--- src/rtl/sram_port_arbiter_pkg.sv ---
// Shared constants for the SRAM port arbiter: default widths, idle write-enable
// pattern and the default fetch starvation limit.
package sram_port_arbiter_pkg;

  localparam int unsigned ADDR_W_DEF     = 32;
  localparam int unsigned DATA_W_DEF     = 32;
  localparam int unsigned STARVE_MAX_DEF = 4;
  localparam int unsigned STARVE_CNT_W   = 4;

  localparam logic [3:0] WEN_NONE = 4'b0000;

endpackage

--- src/rtl/sram_port_arbiter_starve_counter.sv ---
// Saturating count of consecutive arbitrations lost by fetch to data. Raises
// force_inst once the limit is reached so fetch wins the next conflict.
module sram_port_arbiter_starve_counter
  import sram_port_arbiter_pkg::*;
#(
  parameter int unsigned STARVE_MAX = STARVE_MAX_DEF
) (
  input  logic                    clk,
  input  logic                    rst,
  input  logic                    inst_req,
  input  logic                    data_req,
  output logic                    force_inst,
  output logic [STARVE_CNT_W-1:0] starve_cnt
);

  localparam logic [STARVE_CNT_W-1:0] Limit = STARVE_CNT_W'(STARVE_MAX);

  logic [STARVE_CNT_W-1:0] cnt_q, cnt_d;
  logic                    at_limit;

  assign at_limit   = (cnt_q == Limit);
  assign force_inst = inst_req & data_req & at_limit;
  assign starve_cnt = cnt_q;

  // Fetch loses exactly when both request and it is not forced; any other case
  // means fetch either won or stopped asking, which clears the count.
  always_comb begin
    cnt_d = cnt_q;
    if (!inst_req || !data_req || force_inst) begin
      cnt_d = '0;
    end else if (!at_limit) begin
      cnt_d = cnt_q + STARVE_CNT_W'(1);
    end
  end

  // Counter register with synchronous reset.
  always_ff @(posedge clk) begin
    if (rst) begin
      cnt_q <= '0;
    end else begin
      cnt_q <= cnt_d;
    end
  end

endmodule

--- src/rtl/sram_port_arbiter.sv ---
// Shares one synchronous SRAM port between instruction fetch and MEM-stage data
// accesses. Data has fixed priority, fetch is protected by a starvation guard,
// and each grant is tagged so its response returns to the owner a cycle later.
module sram_port_arbiter
  import sram_port_arbiter_pkg::*;
#(
  parameter int unsigned ADDR_W     = ADDR_W_DEF,
  parameter int unsigned DATA_W     = DATA_W_DEF,
  parameter int unsigned STARVE_MAX = STARVE_MAX_DEF
) (
  input  logic              clk,
  input  logic              rst,
  input  logic              inst_req,
  input  logic [ADDR_W-1:0] inst_addr,
  output logic              inst_gnt,
  input  logic              inst_cancel,
  output logic              inst_rvalid,
  output logic [DATA_W-1:0] inst_rdata,
  input  logic              data_req,
  input  logic [3:0]        data_wen,
  input  logic [ADDR_W-1:0] data_addr,
  input  logic [DATA_W-1:0] data_wdata,
  output logic              data_gnt,
  output logic              data_rvalid,
  output logic [DATA_W-1:0] data_rdata,
  output logic              sram_en,
  output logic [3:0]        sram_wen,
  output logic [ADDR_W-1:0] sram_addr,
  output logic [DATA_W-1:0] sram_wdata,
  input  logic [DATA_W-1:0] sram_rdata
);

  logic                    force_inst;
  logic [STARVE_CNT_W-1:0] starve_cnt;
  logic                    resp_inst_q, resp_inst_d;
  logic                    resp_data_q, resp_data_d;

  sram_port_arbiter_starve_counter #(
    .STARVE_MAX(STARVE_MAX)
  ) u_starve_counter (
    .clk       (clk),
    .rst       (rst),
    .inst_req  (inst_req),
    .data_req  (data_req),
    .force_inst(force_inst),
    .starve_cnt(starve_cnt)
  );

  // Combinational grant in the request cycle; the two are mutually exclusive.
  always_comb begin
    data_gnt = data_req & ~force_inst & ~rst;
    inst_gnt = inst_req & ~rst & (~data_req | force_inst);
  end

  // Route the granted requester onto the SRAM port; idle port is driven to 0.
  always_comb begin
    sram_en    = 1'b0;
    sram_wen   = WEN_NONE;
    sram_addr  = '0;
    sram_wdata = '0;
    if (data_gnt) begin
      sram_en    = 1'b1;
      sram_wen   = data_wen;
      sram_addr  = data_addr;
      sram_wdata = data_wdata;
    end else if (inst_gnt) begin
      sram_en    = 1'b1;
      sram_addr  = inst_addr;
    end
  end

  // Owner tags for the response due next cycle (grants are already 0 in reset).
  always_comb begin
    resp_inst_d = inst_gnt;
    resp_data_d = data_gnt;
  end

  // Owner tag registers with synchronous reset.
  always_ff @(posedge clk) begin
    if (rst) begin
      resp_inst_q <= 1'b0;
      resp_data_q <= 1'b0;
    end else begin
      resp_inst_q <= resp_inst_d;
      resp_data_q <= resp_data_d;
    end
  end

  // Return path: cancel only masks the fetch response; reset blanks everything.
  always_comb begin
    inst_rvalid = resp_inst_q & ~inst_cancel & ~rst;
    data_rvalid = resp_data_q & ~rst;
    inst_rdata  = rst ? '0 : sram_rdata;
    data_rdata  = rst ? '0 : sram_rdata;
  end

  logic unused_starve_cnt;
  assign unused_starve_cnt = ^starve_cnt;

endmodule
--- config.mk ---
export PLATFORM = sky130hd
export DESIGN_NAME = sram_port_arbiter
export DESIGN_NICKNAME = d
export VERILOG_FILES = /design/src/rtl/sram_port_arbiter_pkg.sv /design/src/rtl/sram_port_arbiter_starve_counter.sv /design/src/rtl/sram_port_arbiter.sv
export SDC_FILE = /design/constraint.sdc
export NUM_CORES = 1
export LEC_CHECK = 0
export BUFFER_PORTS_ARGS = -buffer_cell sky130_fd_sc_hd__buf_4
export CAP_MARGIN = 20
export CORE_AREA = 5 5 104 106
export DETAILED_ROUTE_END_ITERATION = 12
export DIE_AREA = 0 0 109 111
export PLACE_DENSITY = 0.59
export SLEW_MARGIN = 20
export SYNTH_ARGS = -nofsm -noshare
export SYNTH_HDL_FRONTEND = slang
export SYNTH_SLANG_ARGS = --single-unit
export TNS_END_PERCENT = 20
--- constraint.sdc ---
create_clock -name clk -period 1.75 [get_ports clk]
set_clock_uncertainty 0.2 [all_clocks]
set_input_delay 0.35 -clock clk [delete_from_list [all_inputs] [get_ports clk]]
set_output_delay 0.35 -clock clk [all_outputs]
set_load 0.05 [all_outputs]
---- Yosys cells after proc, flatten, opt, wreduce, memory -nomap -nowiden ----
Index checks and enable logic that the tools add are counted.
operators by class
  $add $sub $neg .......................... 1
  equality and inequality tests ........... 1
  muxes and demuxes ....................... 7
  bitwise logic cells ..................... 14
  reductions and logical operators ........ 5
operators by type and width
  cell                                           count
  two-way mux 32 bit                             4
  bitwise AND 1 bit                              9
  adder 4 x 1 -> 4 bit, second input constant    1
  == test 4 x 3 -> 1 bit, second input constant  1
  two-way mux 4 bit                              1
  inverter 1 bit                                 4
  zero test 1 bit                                2
  logical OR 1 bit                               2
  two-way mux 1 bit                              2
  OR reduction 2 bit                             1
  OR 1 bit                                       1
storage, ports and cells
  bits in registers ....................... 6

---- Depth between registers and ports, before layout ----
  word-level depth ........................ 6
  mapped depth ............................ 7
  depth with buffers taken out ............ 5

---- Cells and area by module ----
From an unflattened synthesis, not the netlist that was laid out.
second synthesis, totals
  cells, all modules ...................... 251
  area total of the unflattened synthesis .. 1592.8 um2
modules (own cells, without submodules)
  module                            instances  cells an instance  area an instance (um2)
  sram_port_arbiter                 1          231                1407.6
  sram_port_arbiter_starve_counter  1          20                 185.2

---- Worst setup path before layout ----
OpenSTA, ideal clock, no wires.
  kind .................................... input to output
  start point ............................. input port rst
  end point ............................... output port inst_rvalid
  data arrival time ....................... 1.906 ns
  required time ........................... 1.200 ns
  slack ................................... -0.706 ns
  cell stages on the path ................. 3
  buffers on the path ..................... 2
  cells stage by stage .................... buf_2 -> buf_1 -> nor3b_1
on the way
  longest elaborated chain between the ends .. 2
ends and longest elaborated chain
  element            line                     RTL
  from (decl)        sram_port_arbiter.sv:12  input logic rst,
  inverter 1 bit     sram_port_arbiter.sv:91  inst_rvalid = resp_inst_q & ~inst_cancel & ~rst;
  bitwise AND 1 bit  sram_port_arbiter.sv:91
  to (decl)          sram_port_arbiter.sv:17  output logic inst_rvalid,
No other way between the ends.

---- Worst setup path in the final report ----
  start point ............................. register u_starve_counter.cnt_q[1] (netlist: u_starve_counter.starve_cnt[1])
  end point ............................... output port sram_addr[30]
on the way
  longest elaborated chain between the ends .. 6
ends and longest elaborated chain
  element                                                  line                                              RTL
  from (decl)                                              sram_port_arbiter_starve_counter.sv:18            logic [STARVE_CNT_W-1:0] cnt_q, cnt_d;
  from (signal assigned)                                   sram_port_arbiter_starve_counter.sv:41            cnt_q <= cnt_d;
  == test 4 x 3 -> 1 bit (*)                               sram_port_arbiter_starve_counter.sv:21            assign at_limit = (cnt_q == Limit);
  bitwise AND 1 bit (*)                                    sram_port_arbiter_starve_counter.sv:22            assign force_inst = inst_req & data_req & at_limit;
  OR 1 bit or inverter 1 bit (tied branches)               sram_port_arbiter.sv:52, sram_port_arbiter.sv:51
  bitwise AND 1 bit (on tied branches)                     sram_port_arbiter.sv:52, sram_port_arbiter.sv:51
  two-way mux 32 bit or bitwise AND 1 bit (tied branches)  sram_port_arbiter.sv:66, sram_port_arbiter.sv:51
  two-way mux 32 bit (*)                                   sram_port_arbiter.sv:61                           if (data_gnt) begin
  to (decl)                                                sram_port_arbiter.sv:28                           output logic [ADDR_W-1:0] sram_addr,
Every way passes the cells marked *; elsewhere a longest branch is shown, timed or not.

==> impl_metrics.toml <==
[setup_path]
crit_required_ps = 1200
start_kind = "flop"
crit_path_start = "u_starve_counter.starve_cnt[1]$_SDFFE_PP0P_"
crit_arrival_ps = 1710
critPathKind = "reg -> out"
rr_startpoint = "u_starve_counter.starve_cnt[0]$_SDFFE_PP0P_"
crit_fanout = 44
cp-end-kind = "output pin"

[detailed_routing]
wl_per_cell_um = 15.9
wl_met1_um = 2590
wl_met3_um = 1200
dr_wl_met2_um = 4950
ant_nets = 0
vias_per_cell = 3.99
top_layer = "met4"
route.detailed.drc = 0
drt_iter0_drc = 35
drt-pass1-iter-count = 4
vias = 2220
routed_wl_um = 8830

[timing]
slew_violations = 0
finalCritPeriodShare_pct = 129
setup_viol = 76
hold_ws_ps = 149
worstMarginPinSlew_ps = 291
relSlewSlack_pct = 80.6
final-hold-violation-count = 0
timing.fmax_ghz = 0.442
rsz0062_at_grt = "yes"
setup_ws_ps = -513
min_period_ps = 2260

[placement]
place_area_um2 = 3940
dp_hpwl_um = 7120
io_buffers = 273
gp_congestion = 0.713
dpl_worst_slack_ps = -311

[clock_network]
clk_pin_slew_ps = 40
clkLatencyLatePin_ps = 220
htree_levels = 1
root_buffer = "clkbuf_8"
clock-sinks = 6
postCtsHoldBufs = 0
cts_made_buffers = 3
cts_tree = "built"
cts_buffer_depth = 2

[flow_run]
maxCapViolCount = 0

[finish]
drive_gt1_share_pct = 95.5
area_growth_syn_to_layout_pct = 241
nets = 565
fin_util_pct = 47.9
finalInstanceArea_um2 = 4630
n_antenna_cell = 0

[grt]
first_global_vias = 2380
overflow = 0
antenna_found_initial = 0
grt_pass1_wl_um = 12200
grtUsageTotal_pct = 12.5
grt_max_degree = 45

[power_and_ir_drop]
power.total_mw = 1.93
powerDensity_nw_per_um2 = 417
p_leak_nw = 2.43
ir_worst_vdd_mv = 0.212

[logic_synthesis]
ys_ff_latch = 6
synth.net_count = 315
synth_top_area_share_pct = 20.6
yosysWarnings = 0
synthTopCellsByArea = "a22o_1, buf_4, and2_1"
ys_types = 22
syn_area_um2 = 1360
avgSynthCellArea_um2 = 7.73
synthCells = 176
synth_top_cell_by_area = "a22o_1"
ys_seq_area_share_pct = 8.83

[worst_hold_path]
min_path_type = "in -> reg"
hold_path_startpoint = "rst"

[floorplan]
die-area_um2 = 12100
die_y_um = 111
fp.dieW_um = 109
start_util_pct = 14.0
num_io_pins = 274
core_region_area_um2 = 9680
rows = 36

[run_status]
violations = "setup timing"
outcome = "finished with violations"
-- routing by layer --
| metal | vias to the layer above | track usage (%) |
|---|---|---|
| met5 | - | 0 |
| met4 | 0 | 2.69 |
| met3 | 8 | 4.43 |
| met2 | 174 | 25.3 |
| met1 | 977 | 11.3 |
| li1 | 1061 | - |
-- path summary, 6_finish.rpt --
path                                                 end  slack [ps]  depth (start not counted)
max reg2reg  u_starve_counter.starve_cnt[2]$_SDFFE_PP0P_         430                          6
max                                        sram_addr[30]        -510                          7
min                               resp_inst_q$_SDFF_PP0_         150                          2
min reg2reg  u_starve_counter.starve_cnt[0]$_SDFFE_PP0P_         320                          2
-- cell families after synthesis --
family | count (synthesis) | share of synthesized area (%)
compound gates | 36 | 24.1
xor+xnor | 2 | 1.29
fa+ha+maj | 2 | 1.84
buf+inv | 52 | 27.8
flops | 6 | 8.83
simple gates | 78 | 36.2
-- cell usage after synthesis --
library cell and number:
and2_1 36, nor2b_1 33, a22o_1 32, buf_4 32, buf_6 8, dfxtp_1 6
inv_1 5, clkbuf_1 4, nor2_1 4, buf_2 2, ha_1 2, o211a_1 2
a211oi_1 1, a211oi_4 1, buf_1 1, nand3_1 1, nand3b_4 1, nand4_1 1
nor3b_1 1, or2_1 1, xnor2_1 1, xor2_1 1
-- cell usage in the layout (no fill, tap or decap), drive strengths merged, types with 2 or more instances in the layout --
cell type,n
dfxtp,6
buf,289
a22o,32
inv,5
nor2b,33
a211oi,2
nor2,4
ha,2
and2,36
o211a,2
clkbuf,6
-- sequential cells by signal, summed over array words and instances (netlist names) --
signal / flops
resp_data_q: 1
resp_inst_q: 1
u_starve_counter.starve_cnt: 4
-- power breakdown --
| group | internal, mW | total, mW | switching [mW] |
|---|---|---|---|
| Combinational | 0.719 | 1.59 | 0.870 |
| Sequential | 0.141 | 0.143 | 0.00134 |
| Clock | 0.147 | 0.201 | 0.0538 |
-- worst max-delay path: stages, from the launching register on --
cell and delay (ps):
dfxtp_2 310, inv_2 60, ha_4 130, nand3b_4 90
o211a_4 270, buf_12 170, a22o_4 280, buf_8 150
-- layout make-up --
cell class                      instances  area, µm²
Inverter                                5       18.8
Multi-Input combinational cell        118       1480
Tap cell                              133        166
Clock buffer                            3       41.3
Timing Repair Buffer                  292       2800
Fill cell                             863       5050
Sequential cell                         6        123
-- stage by stage --
step | TNS (ps) | cells
finish | -31480 | 557
global route | -35920 | 557
CTS | -33690 | 554
detailed placement | -17960 | 548
global placement | -18150 | 548
floorplan | -14870 | 176
-- what timing repair did --
| item | in CTS | in global routing |
|---|---|---|
| endpoints found under the setup margin | 84 | 118 |
| pin swaps | 5 | 6 |
| resized for setup | 89 | 70 |
| setup buffers | 2 | 0 |
| cloned | 1 | 3 |
No activity file was read; power rests on OpenSTA's default activity.
